$ cat src/rtl/lfsr_prng.sv
// -----------------------------------------------------------------------------
// lfsr_prng
//
// Pseudo-random word generator built on a Fibonacci LFSR of parameterised
// width and tap mask. Words are handed out through a valid/ready handshake.
// Each accepted draw advances the LFSR by STEPS shifts. An all-zero seed is
// replaced by DEFAULT_SEED so the register can never lock up. A one-cycle wrap
// pulse marks the point where the sequence returns to the loaded seed.
//
// Parameters
//   WIDTH        LFSR width in bits (3..32)
//   TAPS         tap mask; bit i set means state[i] feeds the XOR
//   STEPS        LFSR shifts per accepted draw (1..WIDTH)
//   DEFAULT_SEED reset state, also used in place of an all-zero seed (non-zero)
//
// Ports
//   clk        i  clock, rising edge
//   rst_n      i  asynchronous active-low reset
//   en         i  generator enable; gates new draws only
//   load_seed  i  load seed this cycle (highest priority)
//   seed       i  seed value
//   out_valid  o  rand_out holds an unconsumed word
//   out_ready  i  consumer accepts rand_out
//   rand_out   o  registered random word
//   wrap       o  one-cycle pulse: the state has returned to the loaded seed
// -----------------------------------------------------------------------------
module lfsr_prng #(
    parameter int unsigned      WIDTH        = 8,
    parameter logic [WIDTH-1:0] TAPS         = 8'hB8,
    parameter int unsigned      STEPS        = 1,
    parameter logic [WIDTH-1:0] DEFAULT_SEED = {{(WIDTH-1){1'b0}}, 1'b1}
) (
    input  logic             clk,
    input  logic             rst_n,
    input  logic             en,
    input  logic             load_seed,
    input  logic [WIDTH-1:0] seed,
    output logic             out_valid,
    input  logic             out_ready,
    output logic [WIDTH-1:0] rand_out,
    output logic             wrap
);

    // One Fibonacci shift: the feedback bit enters at the LSB.
    function automatic logic [WIDTH-1:0] lfsr_shift(input logic [WIDTH-1:0] s);
        return {s[WIDTH-2:0], ^(s & TAPS)};
    endfunction

    logic [WIDTH-1:0] state_q, state_d;
    logic [WIDTH-1:0] seed_q, seed_d;
    logic [WIDTH-1:0] rand_q, rand_d;
    logic             valid_q, valid_d;
    logic             wrap_q, wrap_d;

    logic [WIDTH-1:0] stepped;
    logic [WIDTH-1:0] seed_eff;
    logic             draw;

    // STEPS shifts unrolled into one combinational cone.
    always_comb begin
        stepped = state_q;
        for (int i = 0; i < int'(STEPS); i++) begin
            stepped = lfsr_shift(stepped);
        end
    end

    // A zero seed would freeze the LFSR; substitute the default instead.
    assign seed_eff = (seed == '0) ? DEFAULT_SEED : seed;

    // A new word is produced when the output slot is empty or being emptied.
    assign draw = en && !load_seed && (!valid_q || out_ready);

    always_comb begin
        state_d = state_q;
        seed_d  = seed_q;
        rand_d  = rand_q;
        valid_d = valid_q;
        wrap_d  = 1'b0;
        if (load_seed) begin
            // Load flushes the held word even if it is accepted this cycle.
            state_d = seed_eff;
            seed_d  = seed_eff;
            valid_d = 1'b0;
        end else if (draw) begin
            rand_d  = state_q;
            valid_d = 1'b1;
            state_d = stepped;
            wrap_d  = (stepped == seed_q);
        end else if (valid_q && out_ready) begin
            // Consumer took the word while the generator is disabled.
            valid_d = 1'b0;
        end
    end

    always_ff @(posedge clk or negedge rst_n) begin
        if (!rst_n) begin
            state_q <= DEFAULT_SEED;
            seed_q  <= DEFAULT_SEED;
            rand_q  <= '0;
            valid_q <= 1'b0;
            wrap_q  <= 1'b0;
        end else begin
            state_q <= state_d;
            seed_q  <= seed_d;
            rand_q  <= rand_d;
            valid_q <= valid_d;
            wrap_q  <= wrap_d;
        end
    end

    assign out_valid = valid_q;
    assign rand_out  = rand_q;
    assign wrap      = wrap_q;

endmodule

$ cat config.mk
export PLATFORM = sky130hd
export DESIGN_NAME = lfsr_prng
export DESIGN_NICKNAME = d
export VERILOG_FILES = /design/src/rtl/lfsr_prng.sv
export SDC_FILE = /design/constraint.sdc
export NUM_CORES = 1
export LEC_CHECK = 0
export CORE_MARGIN = 5
export CORE_UTILIZATION = 30
export DETAILED_ROUTE_END_ITERATION = 8
export GPL_TIMING_DRIVEN = 0
export MAX_ROUTING_LAYER = met4
export PLACE_DENSITY = 0.49
export SKIP_LAST_GASP = 1
export SLEW_MARGIN = 5
export SYNTH_ARGS = -nofsm -noshare
export SYNTH_HDL_FRONTEND = slang
export SYNTH_SLANG_ARGS = --single-unit
$ cat constraint.sdc
create_clock -name clk -period 1.7 [get_ports clk]
set_input_delay 0.34 -clock clk [delete_from_list [all_inputs] [get_ports clk]]
set_output_delay 0.34 -clock clk [all_outputs]
set_load 0.02 [all_outputs]
; Word-level counts from Yosys, hierarchy flattened
; Cells that the tools add are included.
[op_classes]
n_eq_ne = 1
mux = 8
bitwise = 1
reduce_logical = 11
[op_table]
columns = cell, n
row1 = 2-to-1 mux 8 bit, 3
row2 = == test 8 bit, 1
row3 = logical NOT 8 bit, 1
row4 = parity 8 bit, 1
row5 = 2-to-1 mux 1 bit, 5
row6 = logical AND 1 bit, 3
row7 = nonzero test 3 bit, 1
row8 = logical NOT 1 bit, 2
row9 = AND reduction 2 bit, 1
row10 = nonzero test 2 bit, 1
row11 = logical OR 1 bit, 1
row12 = inverter 1 bit, 1
[word_totals]
regBits = 26
in_bits = 13
output_inout_bits = 10

; Depth between registers and ports, before layout
[depth]
word_depth = 5
ltp_mapped = 3

; Least setup slack after synthesis
; No wires, ideal clock.
[synth_timing]
path_kind = register to register
from = register state_q[3]
to = register wrap_q, in the netlist wrap
setup_ns = 0.120
t_arrival_ns = 1.139
required_ns = 1.580
slack_ns = 0.441
stages_incl_launch_ff = 4
n_path_buf = 0
cell_sequence = dfrtp_1 -> xnor2_2 -> xnor3_1 -> and4_1
[synth_between]
elab_chain_len = 4
[synth_rtl]
columns = element, line
row1 = from (decl), 49  ; logic [WIDTH-1:0] state_q, state_d;
row2 = from (signal assigned), 103  ; state_q <= state_d;
row3 = parity 8 bit, 46  ; return {s[WIDTH-2:0], ^(s & TAPS)};
row4 = == test 8 bit *, 88  ; wrap_d = (stepped == seed_q);
row5 = 2-to-1 mux 1 bit *, 84  ; end else if (draw) begin
row6 = 2-to-1 mux 1 bit *, 79  ; if (load_seed) begin
row7 = net wrap_d, 53  ; logic wrap_q, wrap_d;
row8 = to (signal assigned), 107  ; wrap_q <= wrap_d;
row9 = to (decl), 53
; Mark *: on every way through the listed nets, which the timed path passes. The rest lies on a longest branch.
; A chain may end at the register's enable or synchronous reset.

; Worst setup path after layout
[layout_timing]
from = input en
to = register wrap_q, in the netlist wrap
[layout_between]
elab_chain_len = 4
[layout_rtl]
columns = element, line
row1 = from (decl), 35  ; input logic en,
row2 = logical AND 1 bit (2 in series), 71  ; assign draw = en && !load_seed && (!valid_q || out_ready);
row3 = 2-to-1 mux 1 bit, 84
row4 = 2-to-1 mux 1 bit, 79
row5 = net wrap_d, 53
; The timed path passes the listed nets, and every way through them passes these cells.

==> results.cfg <==
[run_status]
status = completed

[power]
ir_drop_v = 0.0006828
p_leak_nw = 0.6633
powerDensity_mw_per_mm2 = 1052

[min_path]
hp-class = input port to async pin

[global_routing]
grt_max_degree = 27
grt_pass1_wl_mm = 4.153
antenna_found_initial = 0
grt_overflow = 0
grt_pass1_vias = 844
grtUsageTotal_pct = 10.75

[layout]
final_nets = 125
layout-drive-gt1-share_pct = 19.82
fillCellCount = 372
area_growth_pct = 29.95
diodes = 0
post-route-cell-area_mm2 = 0.001488

[floorplan]
top_level_ports = 23
die_y_um = 71.78
die_x_um = 71.78
fp-row-count = 22
start_util_pct = 31.04
core_mm2 = 0.003689
die_area_mm2 = 0.005152

[route]
routed_via_density = 4.830
antenna_left = 0
first_iter_violations = 32
firstDrtPassIters = 4
drc_errors = 0
wire_per_inst_um = 15.42
num_vias = 768
routed_wirelength_mm = 2.451

[worst_setup_path]
worstPathRequired_ps = 1900
path_max_fanout = 8
crit_arrival_ps = 1850
end_kind = flop
startpoint_type = input port
reg2reg_depth = 3
path_class = input port to flop

[timing]
rsz0062_at_grt = yes
report.final.slew_viol_count = 0
max_slew_margin_pct = 57.40
setup_viol = 0
setup_ws_ps = 55.60
clock_skew_ps = 6.214
finalCriticalPeriod_ps = 1644
worst_pin_slew_ps = 635.5
max_freq_ghz = 0.6081
finalCritPeriodShare_pct = 96.73
timing.final.hold_violations = 0

[cts]
post_cts_buffers = 0
clk_latency_ps = 270
clockRootBuffer = clkbuf_8
htree_levels = 1
numClockSinks = 26
cts_tree = done
cts-buffers-inserted = 3
cts_buffer_depth = 2
clk_pin_slew_ps = 90

[placed_design]
dp_hpwl_mm = 1.804
gp_congestion = 0.7130
postPlaceCellArea_mm2 = 0.001425
io_buffers = 22
dp_slack_ps = -386.2

[synth]
syn_area_mm2 = 0.001145
ys_ff_latch = 26
syn_inst = 85
synth.avg_cell_area_um2 = 13.47
synth_fp_nets = 98
yosysWarningCount = 0
yosysSeqAreaShare_pct = 57.05
synth_cell_types = 25

[job]
maxCapViolations = 0
cells in the mapped netlist:
library cell   n  area share (%)
a21o_1         7             4.6
a21oi_1        4             1.7
a221o_1        5             4.4
a221o_2        2             2.0
and2_1         7             3.8
and4_1         1            0.77
clkbuf_1       1            0.33
clkinv_1       1            0.33
dfrtp_1       24              52
dfstp_2        2             4.6
inv_1          1            0.33
mux2_2         8             7.9
nand2b_1       1            0.55
nand3_2        1            0.87
nor2_1         1            0.33
nor2b_1        1            0.55
nor3_1         2            0.87
nor3_2         1            0.87
nor4_1         2             1.1
o211ai_1       1            0.66
o221ai_1       1            0.77
xnor2_1        2             1.5
xnor2_2        1             1.4
xnor3_1        1             2.0
xor2_1         7             5.4
final cells by class:
cell class | instances | area (um2) | area share [%]
plain buffers | 1 | 3.754 | 0.2523
clock buffers | 4 | 55.05 | 3.701
inverters | 2 | 8.758 | 0.5887
multi-input cells | 56 | 491.7 | 33.05
flip-flops and latches | 26 | 653.1 | 43.90
well taps | 48 | 60.06 | 4.037
repair buffers | 22 | 215.2 | 14.47
worst max-delay path, cell delays in order:
cell and delay (ps):
clkdlybuf4s50_1 560, inv_1 110, nor3_2 540, and4_1 290
stage by stage:
stage | power (mW) | instances | hold slack, ps | util (%) | TNS (ps)
6_report | 1.565 | 159 | 56.49 | 40.33 | 0
5_1_grt | 1.655 | 159 | 107.2 | 40.33 | -10.57
4_1_cts | 1.585 | 159 | 509.2 | 40.37 | 0
3_5_place_dp | 1.185 | 155 | 487.9 | 38.64 | -7377
3_3_place_gp | 1.178 | 155 | 482.0 | 38.64 | -6569
2_1_floorplan | 0.9998 | 85 | 44.41 | - | 0
cell usage in the layout (no fill, tap or decap), drive strengths merged:
master,n
nand3,1
o211ai,1
and4,1
clkdlybuf4s50,21
nor2,1
clkinv,1
dfrtp,24
nor4,2
inv,1
a21oi,4
buf,1
nand2b,1
xor2,7
clkbuf,5
a21o,7
a221o,7
and2,7
mux2,8
xnor3,1
nor3,3
xnor2,3
dfstp,2
o221ai,1
nor2b,1
logic make-up after synthesis:
group / after synthesis / synth area share (%)
buffers and inverters: 3 / 0.9827
flip-flops: 26 / 57.05
XOR/XNOR: 11 / 10.27
AND/OR/NAND/NOR: 17 / 9.727
multiplexers: 8 / 7.869
AO/OA/AOI/OAI: 20 / 14.10
path summary, 6_finish.rpt:
check | slack, ps | startpoint | end
max | 60 | en | wrap
min in group clk | 500 | seed_q[5] | seed_q[5]
min | 60 | rst_n | state_q[2]
max reg2reg | 300 | out_valid | wrap
min reg2reg | 500 | seed_q[5] | seed_q[5]
max in group asynchronous | 1260 | rst_n | rand_out[5]
power by group:
group | leakage [nW] | switching (mW) | total (mW) | internal, mW
Clock | 0.0288 | 0.192 | 0.399 | 0.207
Combinational | 0.318 | 0.176 | 0.394 | 0.218
Sequential | 0.317 | 0.0652 | 0.772 | 0.707
state kept, by name (all words and copies together), names as in the netlist:
register / flops
rand_out: 8
out_valid: 1
wrap: 1
state_q: 8
seed_q: 8
layer usage:
metal | share of wire (%) | wire, um | global-route usage [%]
met1 | 48 | 1172 | 13.30
met2 | 48 | 1165 | 17.24
met3 | 4.7 | 114 | 4.067
met4 | 0 | 0 | 1.253
met5 | 0 | 0 | -
timing repair:
| item | in CTS | in global routing |
|---|---|---|
| gates resized for setup | 2 | 1 |
| endpoints found under the setup margin | 8 | 7 |
| hold buffers | 0 | 0 |
Power figures use the tool's default switching activity.
